[config.mk]
export PLATFORM = sky130hd
export DESIGN_NAME = layer_ram_arbiter_flat
export DESIGN_NICKNAME = d
export VERILOG_FILES = /design/src/rtl/layer_ram_arbiter_if.sv /design/src/rtl/layer_ram_arbiter.sv /design/src/flat_wrapper.sv
export SDC_FILE = /design/constraint.sdc
export NUM_CORES = 1
export LEC_CHECK = 0
export ABC_AREA = 1
export BUFFER_PORTS_ARGS = -buffer_cell sky130_fd_sc_hd__buf_4
export CORE_MARGIN = 3
export CORE_UTILIZATION = 55
export CTS_CLUSTER_DIAMETER = 50
export DETAILED_ROUTE_END_ITERATION = 12
export PLACE_DENSITY = 0.76
export REMOVE_ABC_BUFFERS = 1
export SYNTH_ARGS = -nofsm -noshare
export SYNTH_HDL_FRONTEND = slang
export SYNTH_SLANG_ARGS = --single-unit
[constraint.sdc]
create_clock -name clk -period 6.9 [get_ports clk]
set_input_delay 0.69 -clock clk [delete_from_list [all_inputs] [get_ports clk]]
set_output_delay 0.69 -clock clk [all_outputs]
set_load 0.01 [all_outputs]
[src/rtl/layer_ram_arbiter_if.sv]
// Bundle of the pipeline, controller, config and downstream SDRAM signals seen by layer_ram_arbiter.
// slave is the arbiter's view; master is the view of whatever surrounds it (requesters plus memory).
interface layer_ram_arbiter_if #(
  parameter int ADDR_W  = 24,
  parameter int DATA_W  = 16,
  parameter int LAYER_W = 3
);
  // Render pipeline (read-only requester)
  logic               pipe_req;
  logic [LAYER_W-1:0] pipe_layer_id;
  logic [ADDR_W-1:0]  pipe_offset;
  logic               pipe_gnt;
  logic               pipe_rvalid;
  logic [DATA_W-1:0]  pipe_rdata;

  // MCU controller (read/write requester)
  logic               ctrl_req;
  logic               ctrl_we;
  logic [LAYER_W-1:0] ctrl_layer_id;
  logic [ADDR_W-1:0]  ctrl_offset;
  logic [DATA_W-1:0]  ctrl_wdata;
  logic               ctrl_gnt;
  logic               ctrl_rvalid;
  logic [DATA_W-1:0]  ctrl_rdata;

  // Base-address table write port
  logic               cfg_we;
  logic [LAYER_W-1:0] cfg_layer_id;
  logic [ADDR_W-1:0]  cfg_base;

  // Downstream SDRAM port
  logic               mem_req;
  logic               mem_we;
  logic [ADDR_W-1:0]  mem_addr;
  logic [DATA_W-1:0]  mem_wdata;
  logic               mem_busy;
  logic               mem_rvalid;
  logic [DATA_W-1:0]  mem_rdata;

  logic               err_timeout;

  modport slave (
    input  pipe_req, pipe_layer_id, pipe_offset,
    output pipe_gnt, pipe_rvalid, pipe_rdata,
    input  ctrl_req, ctrl_we, ctrl_layer_id, ctrl_offset, ctrl_wdata,
    output ctrl_gnt, ctrl_rvalid, ctrl_rdata,
    input  cfg_we, cfg_layer_id, cfg_base,
    output mem_req, mem_we, mem_addr, mem_wdata,
    input  mem_busy, mem_rvalid, mem_rdata,
    output err_timeout
  );

  modport master (
    output pipe_req, pipe_layer_id, pipe_offset,
    input  pipe_gnt, pipe_rvalid, pipe_rdata,
    output ctrl_req, ctrl_we, ctrl_layer_id, ctrl_offset, ctrl_wdata,
    input  ctrl_gnt, ctrl_rvalid, ctrl_rdata,
    output cfg_we, cfg_layer_id, cfg_base,
    input  mem_req, mem_we, mem_addr, mem_wdata,
    output mem_busy, mem_rvalid, mem_rdata,
    input  err_timeout
  );
endinterface

[src/rtl/layer_ram_arbiter.sv]
// Shares one layer-RAM SDRAM port between the render pipeline and the MCU controller,
// forming word addresses from a per-layer base table and steering read data back to its owner.
module layer_ram_arbiter #(
  parameter int ADDR_W          = 24,
  parameter int DATA_W          = 16,
  parameter int LAYER_W         = 3,
  parameter int CTRL_STARVE_MAX = 8,
  parameter int RD_TIMEOUT      = 255
) (
  input  logic                  clk,
  input  logic                  rst,
  layer_ram_arbiter_if.slave    bus
);

  localparam int LAYERS   = 1 << LAYER_W;
  localparam int STREAK_W = $clog2(CTRL_STARVE_MAX + 1);
  localparam int TIMER_W  = $clog2(RD_TIMEOUT + 1);

  localparam logic [STREAK_W-1:0] STREAK_MAX = STREAK_W'(CTRL_STARVE_MAX);
  localparam logic [TIMER_W-1:0]  TIMER_LAST = TIMER_W'(RD_TIMEOUT - 1);

  typedef enum logic [1:0] {
    S_IDLE,
    S_ISSUE,
    S_WAIT_RD
  } state_t;

  typedef enum logic {
    OWN_PIPE,
    OWN_CTRL
  } owner_t;

  state_t              r_state;
  owner_t              r_owner;
  logic [ADDR_W-1:0]   r_base [LAYERS];
  logic [STREAK_W-1:0] r_streak;
  logic [TIMER_W-1:0]  r_timer;

  logic                r_pipe_gnt;
  logic                r_pipe_rvalid;
  logic [DATA_W-1:0]   r_pipe_rdata;
  logic                r_ctrl_gnt;
  logic                r_ctrl_rvalid;
  logic [DATA_W-1:0]   r_ctrl_rdata;
  logic                r_mem_req;
  logic                r_mem_we;
  logic [ADDR_W-1:0]   r_mem_addr;
  logic [DATA_W-1:0]   r_mem_wdata;
  logic                r_err_timeout;

  logic                w_idle;
  logic                w_ctrl_forced;
  logic                w_pipe_win;
  logic                w_ctrl_win;
  logic                w_accept;
  logic [ADDR_W-1:0]   w_pipe_addr;
  logic [ADDR_W-1:0]   w_ctrl_addr;

  // Pipeline wins unless the controller has been starved for CTRL_STARVE_MAX grants.
  assign w_idle        = (r_state == S_IDLE);
  assign w_ctrl_forced = bus.ctrl_req && (r_streak == STREAK_MAX);
  assign w_pipe_win    = bus.pipe_req && !w_ctrl_forced;
  assign w_ctrl_win    = bus.ctrl_req && !w_pipe_win;
  assign w_accept      = r_mem_req && !bus.mem_busy;

  // Sum truncates to ADDR_W, giving the modulo-2**ADDR_W wrap for free.
  assign w_pipe_addr = r_base[bus.pipe_layer_id] + bus.pipe_offset;
  assign w_ctrl_addr = r_base[bus.ctrl_layer_id] + bus.ctrl_offset;

  // NOTE: the base table is only 2**LAYER_W words and must read 0 after reset, so it is
  // built from resettable flops rather than a RAM macro (which could not be cleared in one cycle).
  always_ff @(posedge clk) begin
    if (rst) begin
      for (int i = 0; i < LAYERS; i++) begin
        r_base[i] <= '0;
      end
    end else if (bus.cfg_we) begin
      r_base[bus.cfg_layer_id] <= bus.cfg_base;
    end
  end

  // NOTE: every register here uses <= so that all reads in this block see the pre-edge
  // values; a blocking = would let later statements observe half-updated state.
  always_ff @(posedge clk) begin
    if (rst) begin
      r_state       <= S_IDLE;
      r_owner       <= OWN_PIPE;
      r_streak      <= '0;
      r_timer       <= '0;
      r_pipe_gnt    <= 1'b0;
      r_pipe_rvalid <= 1'b0;
      r_pipe_rdata  <= '0;
      r_ctrl_gnt    <= 1'b0;
      r_ctrl_rvalid <= 1'b0;
      r_ctrl_rdata  <= '0;
      r_mem_req     <= 1'b0;
      r_mem_we      <= 1'b0;
      r_mem_addr    <= '0;
      r_mem_wdata   <= '0;
      r_err_timeout <= 1'b0;
    end else begin
      r_pipe_gnt    <= 1'b0;
      r_ctrl_gnt    <= 1'b0;
      r_pipe_rvalid <= 1'b0;
      r_ctrl_rvalid <= 1'b0;

      if (!bus.ctrl_req) begin
        r_streak <= '0;
      end else if (w_idle && w_ctrl_win) begin
        r_streak <= '0;
      end else if (w_idle && w_pipe_win && (r_streak != STREAK_MAX)) begin
        r_streak <= r_streak + 1'b1;
      end

      case (r_state)
        S_IDLE: begin
          if (w_pipe_win) begin
            r_pipe_gnt  <= 1'b1;
            r_owner     <= OWN_PIPE;
            r_mem_req   <= 1'b1;
            r_mem_we    <= 1'b0;
            r_mem_addr  <= w_pipe_addr;
            r_mem_wdata <= '0;
            r_state     <= S_ISSUE;
          end else if (w_ctrl_win) begin
            r_ctrl_gnt  <= 1'b1;
            r_owner     <= OWN_CTRL;
            r_mem_req   <= 1'b1;
            r_mem_we    <= bus.ctrl_we;
            r_mem_addr  <= w_ctrl_addr;
            r_mem_wdata <= bus.ctrl_wdata;
            r_state     <= S_ISSUE;
          end
        end

        S_ISSUE: begin
          if (w_accept) begin
            r_mem_req <= 1'b0;
            r_mem_we  <= 1'b0;
            r_timer   <= '0;
            r_state   <= r_mem_we ? S_IDLE : S_WAIT_RD;
          end
        end

        S_WAIT_RD: begin
          // A real response on the final timer cycle still wins over the timeout.
          if (bus.mem_rvalid || (r_timer == TIMER_LAST)) begin
            if (r_owner == OWN_PIPE) begin
              r_pipe_rvalid <= 1'b1;
              r_pipe_rdata  <= bus.mem_rvalid ? bus.mem_rdata : '0;
            end else begin
              r_ctrl_rvalid <= 1'b1;
              r_ctrl_rdata  <= bus.mem_rvalid ? bus.mem_rdata : '0;
            end
            if (!bus.mem_rvalid) begin
              r_err_timeout <= 1'b1;
            end
            r_state <= S_IDLE;
          end else begin
            r_timer <= r_timer + 1'b1;
          end
        end

        default: r_state <= S_IDLE;
      endcase
    end
  end

  assign bus.pipe_gnt    = r_pipe_gnt;
  assign bus.pipe_rvalid = r_pipe_rvalid;
  assign bus.pipe_rdata  = r_pipe_rdata;
  assign bus.ctrl_gnt    = r_ctrl_gnt;
  assign bus.ctrl_rvalid = r_ctrl_rvalid;
  assign bus.ctrl_rdata  = r_ctrl_rdata;
  assign bus.mem_req     = r_mem_req;
  assign bus.mem_we      = r_mem_we;
  assign bus.mem_addr    = r_mem_addr;
  assign bus.mem_wdata   = r_mem_wdata;
  assign bus.err_timeout = r_err_timeout;

endmodule

[src/flat_wrapper.sv]
// flat-port wrapper written by rule: the top's interface ports become plain ports
module layer_ram_arbiter_flat 
#(
  parameter int ADDR_W          = 24,
  parameter int DATA_W          = 16,
  parameter int LAYER_W         = 3,
  parameter int CTRL_STARVE_MAX = 8,
  parameter int RD_TIMEOUT      = 255
)
  (clk, rst, bus_pipe_req, bus_pipe_layer_id, bus_pipe_offset, bus_pipe_gnt, bus_pipe_rvalid, bus_pipe_rdata, bus_ctrl_req, bus_ctrl_we, bus_ctrl_layer_id, bus_ctrl_offset, bus_ctrl_wdata, bus_ctrl_gnt, bus_ctrl_rvalid, bus_ctrl_rdata, bus_cfg_we, bus_cfg_layer_id, bus_cfg_base, bus_mem_req, bus_mem_we, bus_mem_addr, bus_mem_wdata, bus_mem_busy, bus_mem_rvalid, bus_mem_rdata, bus_err_timeout);
  layer_ram_arbiter_if #(.ADDR_W(ADDR_W), .DATA_W(DATA_W), .LAYER_W(LAYER_W)) bus_i ();
  input  logic clk;
  input  logic rst;
  input wire logic [$bits(bus_i.pipe_req)-1:0] bus_pipe_req;
  input wire logic [$bits(bus_i.pipe_layer_id)-1:0] bus_pipe_layer_id;
  input wire logic [$bits(bus_i.pipe_offset)-1:0] bus_pipe_offset;
  output wire logic [$bits(bus_i.pipe_gnt)-1:0] bus_pipe_gnt;
  output wire logic [$bits(bus_i.pipe_rvalid)-1:0] bus_pipe_rvalid;
  output wire logic [$bits(bus_i.pipe_rdata)-1:0] bus_pipe_rdata;
  input wire logic [$bits(bus_i.ctrl_req)-1:0] bus_ctrl_req;
  input wire logic [$bits(bus_i.ctrl_we)-1:0] bus_ctrl_we;
  input wire logic [$bits(bus_i.ctrl_layer_id)-1:0] bus_ctrl_layer_id;
  input wire logic [$bits(bus_i.ctrl_offset)-1:0] bus_ctrl_offset;
  input wire logic [$bits(bus_i.ctrl_wdata)-1:0] bus_ctrl_wdata;
  output wire logic [$bits(bus_i.ctrl_gnt)-1:0] bus_ctrl_gnt;
  output wire logic [$bits(bus_i.ctrl_rvalid)-1:0] bus_ctrl_rvalid;
  output wire logic [$bits(bus_i.ctrl_rdata)-1:0] bus_ctrl_rdata;
  input wire logic [$bits(bus_i.cfg_we)-1:0] bus_cfg_we;
  input wire logic [$bits(bus_i.cfg_layer_id)-1:0] bus_cfg_layer_id;
  input wire logic [$bits(bus_i.cfg_base)-1:0] bus_cfg_base;
  output wire logic [$bits(bus_i.mem_req)-1:0] bus_mem_req;
  output wire logic [$bits(bus_i.mem_we)-1:0] bus_mem_we;
  output wire logic [$bits(bus_i.mem_addr)-1:0] bus_mem_addr;
  output wire logic [$bits(bus_i.mem_wdata)-1:0] bus_mem_wdata;
  input wire logic [$bits(bus_i.mem_busy)-1:0] bus_mem_busy;
  input wire logic [$bits(bus_i.mem_rvalid)-1:0] bus_mem_rvalid;
  input wire logic [$bits(bus_i.mem_rdata)-1:0] bus_mem_rdata;
  output wire logic [$bits(bus_i.err_timeout)-1:0] bus_err_timeout;
  assign bus_i.pipe_req = bus_pipe_req;
  assign bus_i.pipe_layer_id = bus_pipe_layer_id;
  assign bus_i.pipe_offset = bus_pipe_offset;
  assign bus_pipe_gnt = bus_i.pipe_gnt;
  assign bus_pipe_rvalid = bus_i.pipe_rvalid;
  assign bus_pipe_rdata = bus_i.pipe_rdata;
  assign bus_i.ctrl_req = bus_ctrl_req;
  assign bus_i.ctrl_we = bus_ctrl_we;
  assign bus_i.ctrl_layer_id = bus_ctrl_layer_id;
  assign bus_i.ctrl_offset = bus_ctrl_offset;
  assign bus_i.ctrl_wdata = bus_ctrl_wdata;
  assign bus_ctrl_gnt = bus_i.ctrl_gnt;
  assign bus_ctrl_rvalid = bus_i.ctrl_rvalid;
  assign bus_ctrl_rdata = bus_i.ctrl_rdata;
  assign bus_i.cfg_we = bus_cfg_we;
  assign bus_i.cfg_layer_id = bus_cfg_layer_id;
  assign bus_i.cfg_base = bus_cfg_base;
  assign bus_mem_req = bus_i.mem_req;
  assign bus_mem_we = bus_i.mem_we;
  assign bus_mem_addr = bus_i.mem_addr;
  assign bus_mem_wdata = bus_i.mem_wdata;
  assign bus_i.mem_busy = bus_mem_busy;
  assign bus_i.mem_rvalid = bus_mem_rvalid;
  assign bus_i.mem_rdata = bus_mem_rdata;
  assign bus_err_timeout = bus_i.err_timeout;
  layer_ram_arbiter #(.ADDR_W(ADDR_W), .DATA_W(DATA_W), .LAYER_W(LAYER_W), .CTRL_STARVE_MAX(CTRL_STARVE_MAX), .RD_TIMEOUT(RD_TIMEOUT)) u_core (.clk(clk), .rst(rst), .bus(bus_i));
endmodule
## After elaboration in Yosys (flattened, before gate mapping)

Memories as Yosys holds them, arrays and structs flattened.
Cells that the tools add are included.

| operators by class | value |
|---|---|
| add/sub/neg operators | 4 |
| equal/unequal tests | 9 |
| muxes and demuxes | 34 |
| bitwise gates (word level) | 6 |
| reductions and logical operators | 27 |

Operator list:

| operator | count |
|---|---|
| two-way mux 24 bit | 3 |
| adder 24 bit | 2 |
| two-way mux 16 bit | 3 |
| OR reduction 24 bit | 1 |
| AND reduction 3 bit | 6 |
| two-way mux 1 bit | 16 |
| two-way mux 8 bit | 2 |
| one-hot mux 8 bit (2 select lines) | 1 |
| two-way mux 2 bit | 5 |
| OR reduction 3 bit | 3 |
| adder 8 x 1 -> 8 bit, second input constant | 1 |
| == test 8 bit, second input constant | 1 |
| logical AND 1 bit | 7 |
| NOT 1 bit | 6 |
| one-hot mux 2 bit (3 select lines) | 1 |
| nonzero test 2 bit | 3 |
| adder 4 x 1 -> 4 bit, second input constant | 1 |
| == test 4 bit, second input constant | 1 |
| inequality test 2 x 1 -> 1 bit, second input constant | 2 |
| inequality test 4 bit, second input constant | 1 |
| one-hot mux 1 bit (2 select lines) | 2 |
| logical NOT 1 bit | 3 |
| two-way mux 3 bit | 1 |
| inequality test 3 bit, second input constant | 1 |
| other kinds (7) | 7 |

| storage, ports and cells | value |
|---|---|
| register bits | 94 |
| memory bits (writable) | 192 |
| bits of input ports | 121 |
| output and inout port bits | 79 |
| word-level logic and storage cells | 96 |
| memories kept | 1 |

Memory list:

| name | depth | bits a word | read ports | clocked after Yosys merged registers in | write ports | RTL line | RTL |
|---|---|---|---|---|---|---|---|
| u_core.r_base | 8 | 24 | 2 | 0 | 8 | layer_ram_arbiter.sv:35 | `logic [ADDR_W-1:0] r_base [LAYERS];` |

## Logic depth before layout (Yosys ltp)

| logic depth | value |
|---|---|
| depth in word-level cells | 9 |
| mapped depth | 22 |
| depth with buffers taken out | 21 |

## Least setup slack after synthesis

Ideal clock, no wire load.

| path | value |
|---|---|
| path type | input to register |
| start | input port bus_ctrl_layer_id[0] |
| end | register u_core.r_mem_addr[12], in the netlist u_core.bus.mem_addr[12] |
| library setup time | 0.109 ns |
| arrival time | 2.994 ns |
| required time | 6.791 ns |
| slack | 3.797 ns |
| cell stages on the path | 18 |
| buffers on the path | 3 |
| cell sequence | buf_2 buf_2 clkbuf_1 o21ai_0 a31oi_1 ha_1 inv_1 fa_1 nor2_1 nor2_1 o21bai_1 nand2_1 nand2_1 nand2_1 nand3_1 nand3_1 nand2_1 inv_1 |

| on the way | value |
|---|---|
| word-level cells in the longest chain between the ends | 4 |

RTL lines:

| item | RTL line | RTL |
|---|---|---|
| from (decl) | flat_wrapper.sv:22 | `input wire logic [$bits(bus_i.ctrl_layer_id)-1:0] bus_ctrl_layer_id;` |
| memory (8 x 24 bit) | n/a |  |
| adder 24 bit | layer_ram_arbiter.sv:68 | `assign w_ctrl_addr = r_base[bus.ctrl_layer_id] + bus.ctrl_offset;` |
| two-way mux 24 bit | layer_ram_arbiter.sv:125 | `end else if (w_ctrl_win) begin` |
| two-way mux 24 bit | layer_ram_arbiter.sv:117 | `if (w_pipe_win) begin` |
| to (signal assigned) | layer_ram_arbiter.sv:122 | `r_mem_addr <= w_pipe_addr;` |
| to (signal assigned) | layer_ram_arbiter.sv:130 | `r_mem_addr <= w_ctrl_addr;` |
| to (decl) | layer_ram_arbiter.sv:47 | `logic [ADDR_W-1:0] r_mem_addr;` |

No other way between the ends. The select of a mux whose other input is x is not followed.
A chain may end at the register's enable or synchronous reset.

## Final worst setup path

| path | value |
|---|---|
| start | input port bus_pipe_layer_id[0] |
| end | register u_core.r_mem_addr[22], in the netlist u_core.bus.mem_addr[22] |

| on the way | value |
|---|---|
| word-level cells in the longest chain between the ends | 3 |

RTL lines:

| item | RTL line | RTL |
|---|---|---|
| from (decl) | flat_wrapper.sv:15 | `input wire logic [$bits(bus_i.pipe_layer_id)-1:0] bus_pipe_layer_id;` |
| memory (8 x 24 bit) | n/a |  |
| adder 24 bit | layer_ram_arbiter.sv:67 | `assign w_pipe_addr = r_base[bus.pipe_layer_id] + bus.pipe_offset;` |
| two-way mux 24 bit | layer_ram_arbiter.sv:117 |  |

No other way between the ends.

==> results.md <==
- CTS resizes: 0
- Max Root-Sink Buffers: 3
- Hold Vio Cnt, Final: 0
- Post-synth cell types: 47
- Final HPWL DP: 37200 um
- Crit Reg-Reg Endpoint: u_core.bus.mem_addr[22]
- Hold depth: 2
- Die area: 33200 um2
- Row count: 63
- Placed insts: 2793
- Peak Freq: 228 MHz
- Cell area after synthesis: 17100 um2
- Syn avg cell area: 7.43 um2
- Number of synthesized flops with an enable pin: 192
- 1st-pass router iterations: 6
- Clock transition at path regs: 60 ps
- Slew @ Worst Pin: 1250 ps
- Leakage: 9.09 nW
- Hold buffer count at CTS: 0
- Worst Reg2Reg Path Length in Cells: 20
- Critical Path RT: 7310 ps
- Syn Inst Count: 2295
- YS warnings: 0
- Post-route setup TNS: 0 ps
- Final WL: 54700 um
- Period minus WS final: 4380 ps
- Worst hold-check path type: in2reg
- Initial antenna violation count: 1
- Grt ovf: 0
- Final period util: 0.634
- DR vias: 16667
- Worst hold margin: 376 ps
- First-pass GRT wire length: 83200 um
- Vias in the first global route: 15552
- Die width: 182 um
- Io pins: 200
- Area Overhead vs Synth: 16.4%
- R2r startpoint: u_core.r_base[5][1]
- Layout cell share with drive strength beyond 1: 0.118
- Root buffer cell: clkbuf_16
- Slew HR: 0.164
- Number of max-cap violations: 0
- Port bufs: 199
- CTS Buf Count: 36
- Worst Path Arrival: 4790 ps
- H-Tree Level Count: 2
- Fin nets: 2614
- Power per cell area: 243 nW/um2
- DR WL/cell: 19.2 um
- Hold path start: bus_ctrl_wdata[9]
- Via-to-Cell Ratio: 5.84
- Worst VDD drop: 0.000217 V
- Max-slew violations: 0
- Finished Layout Cells: 2855
- Setup violators final: 0
- Die Ht: 182 um
- Primary FF master, synth: edfxtp_1
- Tot Pwr: 0.00483 W
- Starting Density: 0.567
- Worst skew pair latency: 540 ps
- Worst setup margin: 2520 ps
- # diodes: 0
- Fraction of the yosys area taken by sequential cells: 0.448
- Reg2Reg Setup Slack: 3450 ps
- Synth async-reset ratio: 0
- CTS tree: yes
- Yosys reg bits: 286
- Startpoint Class: primary input
- RSZ-0062 raised after global routing: false
- Drt initial violations: 1858
- Drt drc: 0
- Final ANT Viol Nets: 0
- Layout Skew: 38.2 ps
- Critical Path Sink Type: register
- Hold worst-path end: u_core.bus.mem_wdata[9]
- Post CTS Setup Buffer Count: 0
- Total track usage: 0.317
- Routability Congestion: 0.943
- Core area: 30100 um2
- Largest net degree at the start of global routing: 74
- Crit Path Class: in2reg
- Status: complete, no violations
- # clock sinks: 286
- Place WS: 2230 ps
- Worst Path Max Fanout: 67
[worst max-delay path: stages]
cell     delay, ps
buf_4          420
buf_4          620
o21ai_0        170
o21ai_0        210
inv_1           50
o21ai_0        570
inv_1          140
fa_1           460
inv_1          150
nand3_1         80
nand3_1        210
nand2_1         80
nand2_1        220
nand2_1        110
nand3_1        100
nand2_1         50
nand3_1        120
nand3_1        100
nand2_1         90
inv_1           40
[registers in the layout (all words and copies together) (netlist names), 2 cells and up]
signal                 flops
u_core.r_base            192
u_core.bus.mem_addr       24
u_core.bus.ctrl_rdata     16
u_core.bus.mem_wdata      16
u_core.bus.pipe_rdata     16
u_core.r_timer             8
u_core.r_streak            4
u_core.r_state             2
[worst max path at each step]
stage / endpoint / from / slack [ps] / cells past startpoint
after global placement: u_core.bus.mem_addr[22] / bus_pipe_layer_id[0] / 2330 / 20
after global routing: u_core.bus.mem_addr[22] / bus_pipe_layer_id[0] / 2270 / 20
after CTS: u_core.bus.mem_addr[22] / bus_pipe_layer_id[0] / 2710 / 20
after floorplan: u_core.bus.mem_addr[16] / bus_pipe_layer_id[0] / 3090 / 19
after detailed placement: u_core.bus.mem_addr[22] / bus_pipe_layer_id[0] / 2230 / 20
final: u_core.bus.mem_addr[22] / bus_pipe_layer_id[0] / 2520 / 20
[per-stage QoR]
step	utilization	instance area, um2
floorplan	-	16600
global placement	0.622	18700
detailed placement	0.622	18700
CTS	0.659	19900
global route	0.659	19900
finish	0.659	19900
[layer usage]
layer / vias to the layer above / track usage / wire (um)
met1: 7643 / 0.423 / 21900
met5: - / 0 / 8
met4: 2 / 0.126 / 2140
met2: 930 / 0.521 / 25500
li1: 7928 / - / -
met3: 164 / 0.0464 / 5220
[layout make-up]
class,instances,area [um2]
Fill cell,2543,10300
Clock inverter,10,96.3
Multi-Input combinational cell,1594,7790
Sequential cell,286,7650
Inverter,299,1120
Clock buffer,52,1010
Tap cell,390,488
Timing Repair Buffer,224,1690
[cell usage after synthesis, types with 3 or more instances]
master / n / area, um2
nand4_1: 32 / 200
inv_2: 5 / 18.8
buf_2: 34 / 170
nor4_1: 4 / 25.0
a21oi_1: 179 / 896
a31oi_1: 44 / 275
nand2_2: 4 / 25.0
clkbuf_1: 75 / 282
nand3_1: 96 / 480
edfxtp_1: 192 / 5770
o21ai_0: 215 / 1080
o21ai_1: 11 / 55.1
dfxtp_1: 94 / 1880
xor2_1: 10 / 87.6
o21bai_1: 4 / 30.0
o211ai_1: 50 / 375
nand2_1: 465 / 1750
ha_1: 50 / 626
nor2_1: 376 / 1410
clkinv_1: 3 / 11.3
buf_1: 4 / 15.0
nand3b_1: 11 / 82.6
inv_1: 290 / 1090
a32o_1: 17 / 170
nor3_1: 3 / 15.0
[report_power, final]
part / switching (W) / internal (W) / leakage [nW]
combinational: 0.000704 / 0.000359 / 5.95
sequential: 0.0000615 / 0.00194 / 2.61
clock: 0.000732 / 0.00103 / 0.535
[kinds of logic after synthesis]
family,synth area share
AND/OR/NAND/NOR,0.239
AO/OA/AOI/OAI,0.173
buffers and inverters,0.0953
flip-flops,0.448
adder cells (fa/ha/maj),0.0390
XOR/XNOR,0.00565
[cell usage in the layout, fill, tap and decap left out, drive strengths merged, types with 3 or more instances in the layout]
| cell type | netlist | layout |
|---|---|---|
| or2 | 4 | 4 |
| nor4 | 4 | 4 |
| ha | 50 | 50 |
| clkinv | 3 | 11 |
| inv | 296 | 297 |
| xor2 | 10 | 10 |
| nand2 | 470 | 470 |
| a21oi | 179 | 179 |
| edfxtp | 192 | 192 |
| o21bai | 4 | 4 |
| a32o | 17 | 17 |
| clkbuf | 75 | 52 |
| nor2 | 380 | 380 |
| dfxtp | 94 | 94 |
| nand4 | 32 | 32 |
| nand3 | 96 | 96 |
| o211ai | 50 | 50 |
| o21ai | 227 | 227 |
| nand3b | 11 | 11 |
| buf | 41 | 224 |
| nor3 | 3 | 3 |
| a31oi | 44 | 44 |
Note: power is estimated with default switching activity, not from simulation.
